**src/rtl/pc_pkg.sv**
```systemverilog
// Shared constants for the fetch-stage program counter.
// Defaults for address width and boot address live here so every user agrees.
package pc_pkg;
   localparam int          ADDR_WIDTH = 32;
   localparam logic [31:0] BOOT_ADDR  = 32'd0;
endpackage

```
**src/rtl/pc.sv**
```systemverilog
// Program counter: a WIDTH-bit register with load enable and synchronous reset.
// out is driven straight from the register; a deasserted write_enable stalls fetch.
module pc
   import pc_pkg::*;
#(
   parameter int               WIDTH       = ADDR_WIDTH,
   parameter logic [WIDTH-1:0] RESET_VALUE = WIDTH'(BOOT_ADDR)
) (
   input  logic             clk,
   input  logic             rst,
   input  logic             write_enable,
   input  logic [WIDTH-1:0] in,
   output logic [WIDTH-1:0] out
);

   logic [WIDTH-1:0] pc_reg;

   // Reset wins over a simultaneous load.
   always_ff @(posedge clk) begin
      if (rst) begin
         pc_reg <= RESET_VALUE;
      end else if (write_enable) begin
         pc_reg <= in;
      end
   end

   assign out = pc_reg;

endmodule

```
**config.mk**
```make
export PLATFORM = sky130hd
export DESIGN_NAME = pc
export DESIGN_NICKNAME = d
export VERILOG_FILES = /design/src/rtl/pc_pkg.sv /design/src/rtl/pc.sv
export SDC_FILE = /design/constraint.sdc
export NUM_CORES = 1
export LEC_CHECK = 0
export ABC_AREA = 1
export CAP_MARGIN = 20
export CORE_MARGIN = 1
export CORE_UTILIZATION = 42
export DETAILED_ROUTE_END_ITERATION = 8
export PLACE_DENSITY = 0.83
export SETUP_SLACK_MARGIN = 0.3
export SLEW_MARGIN = 15
export SYNTH_ARGS = -nofsm -noshare
export SYNTH_HDL_FRONTEND = slang
export SYNTH_SLANG_ARGS = --single-unit
```
**constraint.sdc**
```tcl
create_clock -name clk -period 2.09 [get_ports clk]
set_clock_uncertainty 0.05 [all_clocks]
set_input_delay 0.418 -clock clk [delete_from_list [all_inputs] [get_ports clk]]
set_output_delay 0.418 -clock clk [all_outputs]
set_load 0.1 [all_outputs]
```
==> results of run 1 <==
-- worst reg2reg max path, cell delays in order (launching register included) --
cell,delay (ns)
dfxtp_1,0.35
nor2_1,0.04
nor2_1,0.12
-- per-stage QoR --
step | utilization | instance area [µm²] | total power, mW | setup slack [ns]
6_report | 0.648 | 1960 | 1.57 | 0.639
5_1_grt | 0.648 | 1960 | 1.65 | 0.588
3_5_place_dp | 0.629 | 1900 | 1.24 | 0.593
3_3_place_gp | 0.629 | 1900 | 1.23 | 0.625
4_1_cts | 0.648 | 1960 | 1.59 | 0.618
2_1_floorplan | - | 1340 | 1.10 | 0.697
-- cell families after synthesis --
family,share of synthesized area
AND/OR/NAND/NOR,0.359
flip-flops,0.479
buffers and inverters,0.163
-- final timing paths --
path,start,to,slack (ns),cells past startpoint
min,out[15]$_SDFFE_PP0P_,out[15]$_SDFFE_PP0P_,0.42,2
max reg2reg,out[14]$_SDFFE_PP0P_,out[14]$_SDFFE_PP0P_,1.46,2
max,out[5]$_SDFFE_PP0P_,out[5],0.64,1
min reg2reg,out[15]$_SDFFE_PP0P_,out[15]$_SDFFE_PP0P_,0.42,2
-- cell usage in the layout, fill, tap and decap left out, drive strengths merged --
master,Yosys,final
clkdlybuf4s50,0,33
nor2,64,64
clkbuf,0,8
nand2,64,64
dfxtp,32,32
inv,33,33
buf,10,35
-- routing by layer --
metal	vias to the layer above	GRT usage
li1	698	-
met1	496	0.184
met2	48	0.251
met3	4	0.0703
met4	0	0.0612
met5	-	0
-- power breakdown --
group,switching [mW],internal [mW],total (mW),leakage [nW]
Clock,0.188,0.166,0.354,0.0326
Combinational,0.399,0.147,0.546,0.785
Sequential,0.0220,0.652,0.674,0.266
-- final cells by class --
class                   count  area, µm²
clock buffers               8       58.8
fillers                   289       1070
inverters                  33        124
multi-input cells         128        480
flip-flops and latches     32        641
well taps                  44       55.1
repair buffers             68        603
==> flow_metrics.tcl, run 1 <==
set metrics [dict create \
    yosysSeqAreaShare 0.479 \
    grt_start_max_net_pins 65 \
    worst-slew-pin-transition_ns 0.317 \
    slew_viol_final 0 \
    post_synth_instance_area_um2 1340 \
    synth.top_cells.by_area "dfxtp_1 48%, nand2_1 18%, nor2_1 18%" \
    postSynth.asyncResetShare 0 \
    placed_cells_incl_taps 305 \
    clock_tree_from_tritoncts "built" \
    crit_required_ns 1.62 \
    synth-edff-count 0 \
    ctsRootBufferMaster "clkbuf_4" \
    routed-wl-met3_um 231 \
    grt.overflow.total 0 \
    antenna_cells 0 \
    synth_cell_type_count 6 \
    routed_via_density 3.98 \
    fmax_ghz 0.689 \
    tritoncts.num_buffers 5 \
    path_max_fanout 2 \
    timing.final.crit_share 0.694 \
    detailroute.via_count 1246 \
    pwr_density_cell_nw_per_um2 802 \
    largest_register_ff_count 32 \
    clock_pin_slew_reported_for_the_worst_setup_and_hold_paths_after_clock_tree_synthesis_ns 0.09 \
    post-synth-top-area-fraction 0.479 \
    first_global_vias 980 \
    cts.repair_timing.setup_buffer_count 0 \
    maxCapViolations 0 \
    tritoncts_sink_count 32 \
    clock_tree.buffer_depth 2 \
    globalRouteTotalUtil 0.157 \
    finalNonFillerCells 313 \
    route.antenna.remaining_nets 0 \
    ctsHoldBuffers 0 \
    critPathBufInv 1 \
    finalSetupTns_ns 0 \
    number_of_synthesis_warnings 0 \
    met2_length_um 1120 \
    drt-initial-drc-count 73 \
    synth_top_cells_by_count "64 x nand2_1, 64 x nor2_1, 33 x inv_1" \
    starting_utilization_of_the_core_area 0.442 \
    port_buffers 66 \
    critPathTopFamily "flip-flops" \
    setup_viols_final 0 \
    io-pin-count 67 \
    syn2layout_area_growth_pct 46.5 \
    rsz0062_at_grt "no" \
    hold_viol_final 0 \
    worstHoldPathType "flop to flop" \
    finalWeightedCongestion 0.720 \
    nets 303 \
    ys.flop_type "dfxtp_1" \
    wirelength_met1_um 1230 \
    post_synthesis_mean_instance_area_um2 6.59 \
    route.top_layer_used "met4" \
    drt-total-wl_um 2620 \
    chipHeight_um 58.5 \
    timing_worst_setup_path_type "flop to output pin" \
    power.leakage_nw 1.08 \
    floorplan.rows 20 \
    cpPeakStageDelay_ns 0.36 \
    detail_route.first_pass.iterations 4 \
    layout-drive-gt1-share 0.152 \
    final.hold.worst_slack_ns 0.425 \
    run_status "finished clean" \
    setup.worst_path.start_class "flop" \
    routed_wire_length_per_instance_um 8.36 \
    syn-instance-count 203 \
    dpl.hpwl_um 1790 \
    crit_chain "buf_4" \
    design.core.area_um2 3030 \
    endpoint_kind "output pin" \
    floorplan.die.width_um 58.5 \
    initial_antenna_violation_count 0 \
    dieArea_um2 3420 \
    postCtsResizedCells 0 \
    relSlewSlack 0.789 \
    worst_path_max_delay_cell "dfxtp_1" \
    yosysTopAreaCell "dfxtp_1" \
    synth-seq-cells 32 \
    synth.net_count 238 \
    htree_num_levels 2 \
    route.detailed.drc 0 \
    period_minus_slack_ns 1.45 \
    cp_data_arrival_time_ns 0.98 \
    grt_pass1_wl_um 4080 \
    clk_latency_ns 0.32 \
    worst_ir_drop_vdd_uv 418 \
]
(Power assumes the default switching activity.)
==> run 2: changes to the inputs <==
--- a/config.mk
+++ b/config.mk
@@ -8,9 +8,9 @@
 export ABC_AREA = 1
 export CAP_MARGIN = 20
 export CORE_MARGIN = 1
-export CORE_UTILIZATION = 42
+export CORE_UTILIZATION = 35
 export DETAILED_ROUTE_END_ITERATION = 8
-export PLACE_DENSITY = 0.83
+export PLACE_DENSITY = 0.74
 export SETUP_SLACK_MARGIN = 0.3
 export SLEW_MARGIN = 15
 export SYNTH_ARGS = -nofsm -noshare
==> constraint.sdc (replaced) <==
create_clock -name clk -period 1.22 [get_ports clk]
set_clock_uncertainty 0.05 [all_clocks]
set_input_delay 0.244 -clock clk [delete_from_list [all_inputs] [get_ports clk]]
set_output_delay 0.244 -clock clk [all_outputs]
set_load 0.1 [all_outputs]
==> run 2 against run 1 <==
Against the previous run: total power rose by 96%; non-clock buffer count is 4 higher; die area is 19% higher; global-route usage increased by 1.2 points; clock power is 110% higher; critical endpoint is now out[6]; highest routed layer unchanged.
==> flow_metrics.tcl, run 2 (same netlist as run 1, synthesis figures left out) <==
set metrics [dict create \
    initial_antenna_violation_count 0 \
    placedInstanceArea_um2 2450 \
    critPathBufInv 1 \
    worst_ir_drop_vdd_uv 774 \
    place_worst_setup_slack_ns -0.00402 \
    setup_viols_final 0 \
    rsz0062_at_grt "yes" \
    final_standard_cell_area_without_fillers_um2 2570 \
    detailroute.via_count 1286 \
    drt-initial-drc-count 60 \
    period_minus_slack_ns 1.11 \
    antenna_cells 0 \
    nets 307 \
    design.core.area_um2 3660 \
    setup.worst_path.start_class "flop" \
    reg2reg_depth 3 \
    port_buffers 66 \
    grt.overflow.total 0 \
    routed_via_density 4.01 \
    crit_start "out[6]$_SDFFE_PP0P_" \
    grt_start_max_net_pins 43 \
    floorplan.rows 22 \
    syn2layout_area_growth_pct 92.3 \
    htree_num_levels 2 \
    route.antenna.remaining_nets 0 \
    drt-total-wl_um 3140 \
    largest_register_ff_count 32 \
    routed_wire_length_per_instance_um 9.77 \
    r2r-start "out[17]$_SDFFE_PP0P_" \
    endpoint_kind "output pin" \
    clk_latency_ns 0.28 \
    clock_tree_from_tritoncts "built" \
    tritoncts_sink_count 32 \
    crit_chain "buf_12" \
    layout-drive-gt1-share 0.282 \
    reg2reg_setup_slack_ns 0.47 \
    grt_pass1_wl_um 5110 \
    critical_path_cell_count 1 \
    route.detailed.drc 0 \
    starting_utilization_of_the_core_area 0.366 \
    worst_path_max_delay_cell "dfxtp_4" \
    clock_tree.buffer_depth 2 \
    route.top_layer_used "met4" \
    worstHoldPathType "input pin to flop" \
    met2_length_um 1510 \
    worst-slew-pin-transition_ns 0.206 \
    setup_ws_ns 0.113 \
    first_global_vias 1138 \
    io-pin-count 67 \
    placed_cells_incl_taps 310 \
    maxCapViolations 0 \
    rr_endpoint "out[17]$_SDFFE_PP0P_" \
    chipHeight_um 63.8 \
    worstSetupEndpoint "out[6]" \
    pwr_density_cell_nw_per_um2 1200 \
    slew_viol_final 0 \
    ctsRootBufferMaster "clkbuf_8" \
    crit_required_ns 0.93 \
    relSlewSlack 0.863 \
    run_status "finished clean" \
    dieArea_um2 4080 \
    detail_route.first_pass.iterations 2 \
    globalRouteTotalUtil 0.168 \
    cp_data_arrival_time_ns 0.81 \
    finalNonFillerCells 321 \
    wirelength_met1_um 1300 \
    critPathTopFamily "flip-flops" \
    fmax_ghz 0.903 \
    clock_pin_slew_reported_for_the_worst_setup_and_hold_paths_after_clock_tree_synthesis_ns 0.06 \
    final.hold.worst_slack_ns 0.349 \
    dpl.hpwl_um 2110 \
    timing_worst_setup_path_type "flop to output pin" \
    hold_viol_final 0 \
    timing.final.crit_share 0.908 \
    path_max_fanout 2 \
    power.leakage_nw 1.26 \
    finalWeightedCongestion 0.671 \
    tritoncts.num_buffers 5 \
    cpPeakStageDelay_ns 0.36 \
    routed-wl-met3_um 282 \
    floorplan.die.width_um 63.8 \
    most-common-layout-cells "64 x nor2_1, 64 x nand2_1, 34 x buf_12" \
]
-- run 2: where the power goes --
group | switching, mW | total [mW] | internal [mW]
registers | 0.0751 | 1.18 | 1.10
logic | 0.697 | 1.15 | 0.454
clock network | 0.353 | 0.749 | 0.396
total | 1.13 | 3.08 | 1.95
-- run 2: how the worst min path moves through the flow --
| stage | from | to | slack, ns | cells past startpoint |
|---|---|---|---|---|
| 4_1_cts | write_enable | out[29]$_SDFFE_PP0P_ | 0.38 | 4 |
| 3_3_place_gp | out[27]$_SDFFE_PP0P_ | out[27]$_SDFFE_PP0P_ | 0.43 | 2 |
| 3_5_place_dp | out[12]$_SDFFE_PP0P_ | out[12]$_SDFFE_PP0P_ | 0.44 | 2 |
| 2_1_floorplan | rst | out[29]$_SDFFE_PP0P_ | 0.37 | 3 |
| 5_1_grt | rst | out[19]$_SDFFE_PP0P_ | 0.36 | 5 |
| 6_report | rst | out[0]$_SDFFE_PP0P_ | 0.35 | 5 |
-- run 2: timing repair --
item	4_1_cts	5_1_grt
endpoints found under the setup margin	36	61
resized for setup	0	4
cloned	1	1
hold buffers	0	0
buffers inserted	1	0
pin swaps	0	1
-- run 2: final cells by class --
| class | instances | area, µm² |
|---|---|---|
| Timing Repair Buffer | 72 | 1070 |
| Multi-Input combinational cell | 128 | 480 |
| Clock inverter | 1 | 3.75 |
| Sequential cell | 32 | 761 |
| Fill cell | 295 | 1090 |
| Clock buffer | 7 | 76.3 |
| Inverter | 33 | 124 |
| Tap cell | 48 | 60.1 |
-- run 2: per-layer routing --
layer | vias up | global-route usage
met5 | - | 0
met4 | 0 | 0.0682
met3 | 5 | 0.0857
met2 | 44 | 0.273
met1 | 528 | 0.185
li1 | 709 | -
-- run 2: metrics by stage --
step	utilization	total power [mW]	setup TNS [ns]
after floorplan	-	1.87	0
after global placement	0.669	2.32	0
after detailed placement	0.669	2.34	-0.00603
after CTS	0.702	3.11	0
after global routing	0.703	3.22	0
final	0.703	3.08	0
